## src/rtl/bus_pkg.sv

```systemverilog
// Shared types and constants for the CPU data-port bridge.
package bus_pkg;

    typedef enum logic [1:0] {
        IDLE,
        ACCESS,
        LATCH,
        RESP
    } state_e;

    localparam logic [1:0] SZ_BYTE = 2'b00;
    localparam logic [1:0] SZ_HALF = 2'b01;
    localparam logic [1:0] SZ_WORD = 2'b10;

    localparam logic [31:0] DEFAULT_RAM_BASE = 32'h0001_0000;
    localparam logic [31:0] DEFAULT_LED_ADDR = 32'h8000_0000;

    // Halves need bit 0 clear, words need both low bits clear.
    function automatic logic is_misaligned(input logic [1:0] size, input logic [1:0] addr_lo);
        return ((size == SZ_HALF) && addr_lo[0]) ||
               ((size == SZ_WORD) && (addr_lo != 2'b00));
    endfunction

endpackage

```

## src/rtl/lsu_lane_align.sv

```systemverilog
// Combinational byte-lane steering: store replication / write enables and
// load byte/half selection with sign or zero extension.
module lsu_lane_align
    import bus_pkg::*;
(
    input  logic [1:0]  size_i,
    input  logic        is_unsigned_i,
    input  logic [1:0]  addr_lo_i,
    input  logic [31:0] st_data_i,
    input  logic [31:0] ld_word_i,
    output logic [31:0] lane_wdata_o,
    output logic [3:0]  lane_wen_o,
    output logic [31:0] ld_data_o
);

    logic [7:0]  ld_byte;
    logic [15:0] ld_half;

    always_comb begin
        lane_wdata_o = st_data_i;
        lane_wen_o   = 4'b0000;
        ld_data_o    = ld_word_i;
        ld_byte      = ld_word_i[{addr_lo_i, 3'b000} +: 8];
        ld_half      = ld_word_i[{addr_lo_i[1], 4'b0000} +: 16];
        case (size_i)
            SZ_BYTE: begin
                lane_wdata_o = {4{st_data_i[7:0]}};
                lane_wen_o   = 4'b0001 << addr_lo_i;
                ld_data_o    = {{24{ld_byte[7] & ~is_unsigned_i}}, ld_byte};
            end
            SZ_HALF: begin
                lane_wdata_o = {2{st_data_i[15:0]}};
                lane_wen_o   = addr_lo_i[1] ? 4'b1100 : 4'b0011;
                ld_data_o    = {{16{ld_half[15] & ~is_unsigned_i}}, ld_half};
            end
            SZ_WORD: begin
                lane_wen_o = 4'b1111;
            end
            default: begin
                lane_wen_o = 4'b0000;
            end
        endcase
    end

endmodule

```

## src/rtl/data_bus_bridge.sv

```systemverilog
// Load/store bridge from the CPU data port to a byte-enabled synchronous RAM
// with one LED MMIO register; one outstanding request at a time.
module data_bus_bridge
    import bus_pkg::*;
#(
    parameter int unsigned RAM_WORDS = 256,
    parameter logic [31:0] RAM_BASE  = DEFAULT_RAM_BASE,
    parameter logic [31:0] LED_ADDR  = DEFAULT_LED_ADDR,
    parameter int unsigned LED_WIDTH = 8
) (
    input  logic                 clk,
    input  logic                 rst,
    input  logic                 req_valid,
    output logic                 req_ready,
    input  logic                 req_we,
    input  logic [1:0]           req_size,
    input  logic                 req_unsigned,
    input  logic [31:0]          req_addr,
    input  logic [31:0]          req_wdata,
    output logic                 resp_valid,
    input  logic                 resp_ready,
    output logic [31:0]          resp_rdata,
    output logic                 resp_err,
    output logic [3:0]           ram_wen,
    output logic [21:0]          ram_addr,
    output logic [31:0]          ram_wdata,
    input  logic [31:0]          ram_rdata,
    output logic [LED_WIDTH-1:0] leds
);

    localparam logic [32:0] RAM_BYTES = 33'(RAM_WORDS) << 2;

    state_e               state_q, state_d;
    logic                 we_q, we_d;
    logic [1:0]           size_q, size_d;
    logic                 uns_q, uns_d;
    logic [1:0]           lo_q, lo_d;
    logic [31:0]          wdata_q, wdata_d;
    logic                 led_q, led_d;
    logic [21:0]          ram_addr_q, ram_addr_d;
    logic [31:0]          resp_rdata_q, resp_rdata_d;
    logic                 resp_err_q, resp_err_d;
    logic [LED_WIDTH-1:0] leds_q, leds_d;

    logic [31:0] req_off;
    logic        req_in_ram;
    logic        req_is_led;
    logic        req_err;
    logic [31:0] leds_ext;
    logic [31:0] lane_wdata;
    logic [3:0]  lane_wen;
    logic [31:0] ld_data;
    logic        ram_store;

    assign req_off    = req_addr - RAM_BASE;
    assign req_in_ram = (req_addr >= RAM_BASE) && ({1'b0, req_off} < RAM_BYTES);
    assign req_is_led = (req_addr == LED_ADDR);
    assign req_err    = (req_size == 2'b11) ||
                        is_misaligned(req_size, req_addr[1:0]) ||
                        !(req_in_ram || req_is_led) ||
                        (req_is_led && (req_size != SZ_WORD));

    always_comb begin
        leds_ext                = '0;
        leds_ext[LED_WIDTH-1:0] = leds_q;
    end

    lsu_lane_align u_lane (
        .size_i        (size_q),
        .is_unsigned_i (uns_q),
        .addr_lo_i     (lo_q),
        .st_data_i     (wdata_q),
        .ld_word_i     (ram_rdata),
        .lane_wdata_o  (lane_wdata),
        .lane_wen_o    (lane_wen),
        .ld_data_o     (ld_data)
    );

    always_comb begin
        state_d      = state_q;
        we_d         = we_q;
        size_d       = size_q;
        uns_d        = uns_q;
        lo_d         = lo_q;
        wdata_d      = wdata_q;
        led_d        = led_q;
        ram_addr_d   = ram_addr_q;
        resp_rdata_d = resp_rdata_q;
        resp_err_d   = resp_err_q;
        leds_d       = leds_q;
        case (state_q)
            IDLE: begin
                if (req_valid) begin
                    we_d         = req_we;
                    size_d       = req_size;
                    uns_d        = req_unsigned;
                    lo_d         = req_addr[1:0];
                    wdata_d      = req_wdata;
                    led_d        = req_is_led;
                    ram_addr_d   = req_off[23:2];
                    resp_rdata_d = '0;
                    resp_err_d   = req_err;
                    state_d      = req_err ? RESP : ACCESS;
                end
            end
            ACCESS: begin
                if (led_q) begin
                    if (we_q) begin
                        leds_d = wdata_q[LED_WIDTH-1:0];
                    end else begin
                        resp_rdata_d = leds_ext;
                    end
                    state_d = RESP;
                end else begin
                    state_d = we_q ? RESP : LATCH;
                end
            end
            LATCH: begin
                resp_rdata_d = ld_data;
                state_d      = RESP;
            end
            RESP: begin
                if (resp_ready) begin
                    state_d = IDLE;
                end
            end
            default: begin
                state_d = IDLE;
            end
        endcase
    end

    always_ff @(posedge clk or posedge rst) begin
        if (rst) begin
            state_q      <= IDLE;
            we_q         <= 1'b0;
            size_q       <= SZ_BYTE;
            uns_q        <= 1'b0;
            lo_q         <= 2'b00;
            wdata_q      <= '0;
            led_q        <= 1'b0;
            ram_addr_q   <= '0;
            resp_rdata_q <= '0;
            resp_err_q   <= 1'b0;
            leds_q       <= '0;
        end else begin
            state_q      <= state_d;
            we_q         <= we_d;
            size_q       <= size_d;
            uns_q        <= uns_d;
            lo_q         <= lo_d;
            wdata_q      <= wdata_d;
            led_q        <= led_d;
            ram_addr_q   <= ram_addr_d;
            resp_rdata_q <= resp_rdata_d;
            resp_err_q   <= resp_err_d;
            leds_q       <= leds_d;
        end
    end

    // Write strobes are decoded from state so a reset in ACCESS kills them at once.
    assign ram_store  = (state_q == ACCESS) && we_q && !led_q;
    assign ram_wen    = ram_store ? lane_wen : 4'b0000;
    assign ram_wdata  = ram_store ? lane_wdata : 32'd0;
    assign ram_addr   = ram_addr_q;
    assign req_ready  = (state_q == IDLE);
    assign resp_valid = (state_q == RESP);
    assign resp_rdata = resp_rdata_q;
    assign resp_err   = resp_err_q;
    assign leds       = leds_q;

endmodule

```

## config.mk

```make
export PLATFORM = sky130hd
export DESIGN_NAME = data_bus_bridge
export DESIGN_NICKNAME = d
export VERILOG_FILES = /design/src/rtl/bus_pkg.sv /design/src/rtl/lsu_lane_align.sv /design/src/rtl/data_bus_bridge.sv
export SDC_FILE = /design/constraint.sdc
export NUM_CORES = 1
export LEC_CHECK = 0
export ABC_AREA = 1
export BUFFER_PORTS_ARGS = -buffer_cell sky130_fd_sc_hd__buf_2
export CAP_MARGIN = 0
export CORE_UTILIZATION = 45
export CTS_BUF_LIST = sky130_fd_sc_hd__clkbuf_16
export CTS_CLUSTER_SIZE = 20
export DETAILED_ROUTE_END_ITERATION = 8
export PLACE_DENSITY = 0.77
export SKIP_CTS_REPAIR_TIMING = 1
export SLEW_MARGIN = 20
export SYNTH_ARGS = -nofsm -noshare
export SYNTH_HDL_FRONTEND = slang
export SYNTH_SLANG_ARGS = --single-unit
export TNS_END_PERCENT = 100
```

## constraint.sdc

```tcl
create_clock -name clk -period 2.8 [get_ports clk]
set_input_delay 0.14 -clock clk [delete_from_list [all_inputs] [get_ports clk]]
set_output_delay 0.14 -clock clk [all_outputs]
set_load 0.1 [all_outputs]
```

; ---- Word-level counts from Yosys, hierarchy flattened
; Cells that the tools add are included.
[classes]
n_shift = 3
n_mux = 16
bitwise_logic = 3
reduce_logical = 21
magnitude_cmp = 2
n_eq_ne = 14
n_addsub = 1
[op_table]
columns = cell, count
row1 = 32-bit two-way mux, 4
row2 = 32-bit one-hot mux with 2 select lines, 2
row3 = 32-bit one-hot mux with 3 select lines, 1
row4 = 32-bit == test (second input constant), 1
row5 = 32-bit by 17-bit >= comparator with 1-bit output (second input constant), 1
row6 = 32-bit by 11-bit less-than comparator with 1-bit output (second input constant), 1
row7 = 32-bit by 6-bit indexed part select with 16-bit output, 1
row8 = 32-bit by 6-bit indexed part select with 8-bit output, 1
row9 = 32-bit by 17-bit subtractor with 32-bit output (second input constant), 1
row10 = 4-bit one-hot mux with 3 select lines, 1
row11 = 2-bit == test (second input constant), 5
row12 = 4-bit two-way mux, 2
row13 = 2-bit != test (second input constant), 4
row14 = 2-bit one-hot mux with 4 select lines, 1
row15 = 2-bit by 1-bit == test with 1-bit output (second input constant), 3
row16 = 1-bit logical AND, 6
row17 = 2-bit two-way mux, 3
row18 = 1-bit logical OR, 5
row19 = 2-bit logical NOT, 2
row20 = 2-bit AND reduction, 2
row21 = 4-bit AND reduction, 1
row22 = 1-bit by 2-bit left shift with 4-bit output (first input constant), 1
row23 = 3-bit AND reduction, 1
row24 = 3-bit nonzero test, 1
row25 = other kinds (6), 9
[totals]
regBits = 104
elab_cells = 71
inputBits = 104

; ---- Logic depth before layout (Yosys ltp)
[depth]
ltp_word = 10
mapped_depth = 14

; ---- Modules after synthesis
; A second synthesis with hierarchy kept.
[unflattened]
cells_unflattened = 929
area_unflattened_um2 = 6262.3
[modules_own_cells]
columns = mod, cells_each, instances, area_each_um2
row1 = data_bus_bridge, 639, 1, 4949.7
row2 = lsu_lane_align, 290, 1, 1312.5

; ---- Least setup slack after synthesis
; OpenSTA, ideal clock, no wires.
[synth_path]
path_kind = flip-flop to output port
start = register state_q[1]
end = output ram_wdata[15]
setup_slack_ns = -0.679
path_stages_with_launch = 8
arrival_time_ns = 3.339
required_time_ns = 2.660
path_cell_list = dfrtp_1 inv_1 ha_1 buf_2 inv_2 nor3_2 inv_2 nor3_1
[synth_via]
elab_chain_len = 4
[synth_rtl]
columns = item, line
row1 = "start, declared", data_bus_bridge.sv:33  ; state_e state_q, state_d;
row2 = "start signal, assigned", data_bus_bridge.sv:147  ; state_q <= state_d;
row3 = 2-bit by 1-bit == test with 1-bit output, data_bus_bridge.sv:162  ; assign ram_store = (state_q == ACCESS) && we_q && !led_q;
row4 = 1-bit logical AND (2 in series), data_bus_bridge.sv:162
row5 = 32-bit two-way mux, data_bus_bridge.sv:164  ; assign ram_wdata = ram_store ? lane_wdata : 32'd0;
row6 = "end, declared", data_bus_bridge.sv:26  ; output logic [31:0] ram_wdata,
; Every way passes these cells.

; ---- Final worst setup path
[layout_path]
start = register size_q[1]
end = output ram_wdata[29]
[layout_via]
elab_chain_len = 3
word_cells_on_any_way = 4
cone_classes = eq/ne: 1 / mux: 2 / reduce/logical: 1
[layout_rtl]
columns = item, line
row1 = "start, declared", data_bus_bridge.sv:35  ; logic [1:0] size_q, size_d;
row2 = "start signal, assigned", data_bus_bridge.sv:149  ; size_q <= size_d;
row3 = 2-bit by 1-bit == test with 1-bit output / 2-bit logical NOT (equally long branches), lsu_lane_align.sv:25  ; case (size_i)
row4 = 32-bit one-hot mux with 2 select lines (*), lsu_lane_align.sv:25
row5 = 32-bit two-way mux (*), data_bus_bridge.sv:164
; Every way passes the cells marked *; elsewhere a longest branch is shown, timed or not.

==> results_dict.tcl <==
set metrics [dict create \
    grt_busiest_layer "met2" \
    gp_congestion 0.910 \
    grt_max_degree 105 \
    drive_gt1_share_pct 28.8 \
    vias 5747 \
    antenna_found_initial 1 \
    clk_pin_slew_worst_paths_ps 70 \
    dieArea_mm2 0.0128 \
    syn_inst 743 \
    maxCapViolCount 0 \
    grt.met1_usage_pct 36.2 \
    fin_nets 1061 \
    worst-slew-pin-transition_ps 929 \
    endpoint_kind "primary output" \
    fin_hold_ws_ps -19.5 \
    grt_pass1_wl_um 26700 \
    initial_core_util_pct 46.2 \
    post_drt_wl_per_cell_um 15.3 \
    port_buffers 204 \
    timing.final.hold_violations 14 \
    status "finished, violations left" \
    syn2layout_area_growth_pct 38.8 \
    synth_seq_cells 104 \
    cp-start-kind "register" \
    grt_use_total_pct 26.9 \
    drtPass1Iterations 6 \
    synthSimpleGateAreaFrac_pct 26.4 \
    final_max_slew_viol_count 0 \
    insertion_delay_ps 350 \
    ctsRootBufferMaster "clkbuf_16" \
    violations "negative hold slack" \
    cts_max_path_buffers 2 \
    diodes 0 \
    clock_skew_ps 6.85 \
    synth_top_family_by_area "simple AND/OR/NAND/NOR gates" \
    overflow 0 \
    yosys.cell_types.count 34 \
    rsz0062_at_grt "no" \
    grtUsageMet2_pct 43.2 \
    reg2regPathDepth 10 \
    synth-adder-area-share_pct 1.58 \
    synth_mux_area_share_pct 0 \
    ys_seq_area_share_pct 46.9 \
    numCtsBuffers 9 \
    core-area_mm2 0.0120 \
    worstPathMaxFanout 14 \
    drc 0 \
    htreeDepth 3 \
    cts_tree "yes" \
    min_period_ps 2530 \
    max_slew_margin_pct 38.1 \
    synthXorXnorAreaFrac_pct 0 \
    dieHeight_um 113 \
    rrSetupSlack_ps 630 \
    dpl.hpwl_um 12500 \
    synth_warnings 0 \
    fillers 1019 \
    synthesis.nets 854 \
    path_class "register to primary output" \
    avgSynthCellArea_um2 7.47 \
    period_share_pct 90.5 \
    die_w_um 113 \
    hp-class "input port to register" \
    vias_per_cell 5.22 \
    syn_area_mm2 0.00555 \
    grt_pass1_vias 5206 \
    required_ps 2660 \
    grtUsageMet3_pct 6.27 \
    routed_wl_um 16800 \
    setup_violations 0 \
    num_rows 40 \
    crit_arrival_ps 2390 \
    cts.sinks 104 \
    first_iter_violations 428 \
    synth_compound_area_share_pct 17.4 \
    max_freq_mhz 395 \
    holdPathStages 3 \
    ioPinCount 205 \
    ant_nets 0 \
]
[layout make-up]
type	count	area (um2)	share of cell area (%)
clock buffer	9	225	2.93
clock inverter	7	55.1	0.715
inverter	76	290	3.77
multi-input combinational	532	2560	33.2
sequential	104	2600	33.8
tap	147	184	2.39
timing repair buffer	227	1780	23.2
[final timing paths]
path	end	from
worst min-delay path	wdata_q[28]$_DFFE_PP0P_	req_wdata[28]
worst min register to register	resp_rdata[18]$_DFFE_PP0P_	resp_rdata[18]$_DFFE_PP0P_
max in group asynchronous	ram_addr[21]$_DFFE_PP0P_	rst
worst max-delay path	ram_wdata[29]	size_q[1]$_DFFE_PP0P_
worst max register to register	resp_rdata[23]$_DFFE_PP0P_	state_q[0]$_DFFE_PP0P_
min in group asynchronous	ram_addr[1]$_DFFE_PP0P_	rst
[cells by family (layout without fill, tap and decap cells)]
kind of cell / count (synthesis) / after routing
AND/OR/NAND/NOR: 357 / 357
AO/OA/AOI/OAI: 168 / 168
buffers and inverters: 107 / 319
flip-flops: 104 / 104
adder cells (fa/ha/maj): 7 / 7
[cell usage in the layout, fill, tap and decap left out, types with 2 or more instances in the layout]
| cell type | n |
|---|---|
| dfrtp_1 | 104 |
| nand2_4 | 2 |
| nor2_1 | 60 |
| clkbuf_16 | 9 |
| o211ai_1 | 8 |
| nand3_2 | 2 |
| inv_2 | 10 |
| ha_1 | 7 |
| buf_2 | 168 |
| a31oi_2 | 2 |
| o21bai_1 | 2 |
| dlygate4sd3_1 | 14 |
| a2bb2oi_1 | 6 |
| clkinv_2 | 2 |
| inv_8 | 2 |
| o22ai_1 | 8 |
| nor2_2 | 10 |
| o21ai_0 | 76 |
| a21oi_1 | 21 |
| nand2_1 | 236 |
| clkinvlp_4 | 3 |
| o21ai_1 | 27 |
| nand3_1 | 33 |
| inv_1 | 64 |
| nor2_4 | 3 |
| nand4_1 | 4 |
| nor3_1 | 2 |
| o21ai_2 | 13 |
| buf_12 | 37 |
| buf_4 | 8 |
| a31oi_1 | 3 |
[metal layers]
metal | vias up | part of all wire [%]
met2 | 245 | 46
met4 | 0 | 2.3
met1 | 2663 | 44
li1 | 2812 | -
met3 | 27 | 7.4
met5 | - | 0
[flip-flops by register name, summed over array words and instances (netlist names)]
signal / flops
led_q: 1
leds: 8
lo_q: 2
ram_addr: 22
resp_err: 1
resp_rdata: 32
size_q: 2
state_q: 2
uns_q: 1
wdata_q: 32
we_q: 1
[stage by stage]
stage                     setup TNS, ps  util (%)  setup slack (ps)  area, um2  std cells
after floorplan                   -1360         -              -679       5580        743
after global placement                0      60.5               583       7270       1072
after detailed placement              0      60.5               527       7270       1072
after CTS                             0      62.9               146       7550       1088
after global routing                  0      64.1               146       7700       1102
final                                 0      64.1               266       7700       1102
[Yosys cell counts, drive strengths merged]
cell type | count | area [um2]
a21oi | 21 | 105
a31oi | 5 | 31.3
a32oi | 1 | 8.76
dfrtp | 104 | 2600
nand3 | 35 | 185
buf | 9 | 58.8
nand2 | 239 | 912
inv | 75 | 282
o21bai | 2 | 15.0
nor2 | 73 | 302
or2 | 1 | 6.26
o21ai | 116 | 629
clkinv | 1 | 5.00
clkbuf | 22 | 82.6
nor3 | 3 | 20.0
and2 | 1 | 6.26
a2bb2oi | 6 | 52.6
a22oi | 1 | 12.5
nand4 | 4 | 25.0
ha | 7 | 87.6
o211ai | 8 | 60.1
o22ai | 8 | 50.1
nand3b | 1 | 7.51
[critical path: stages (launching register included)]
cell and delay (ps):
dfrtp_1 550, nor2_1 470, inv_1 290, o21ai_0 400, nor2_1 140, buf_12 190
Power is not shown: default switching activity piles up to over one toggle a cycle in this logic, so the estimate is an artifact.
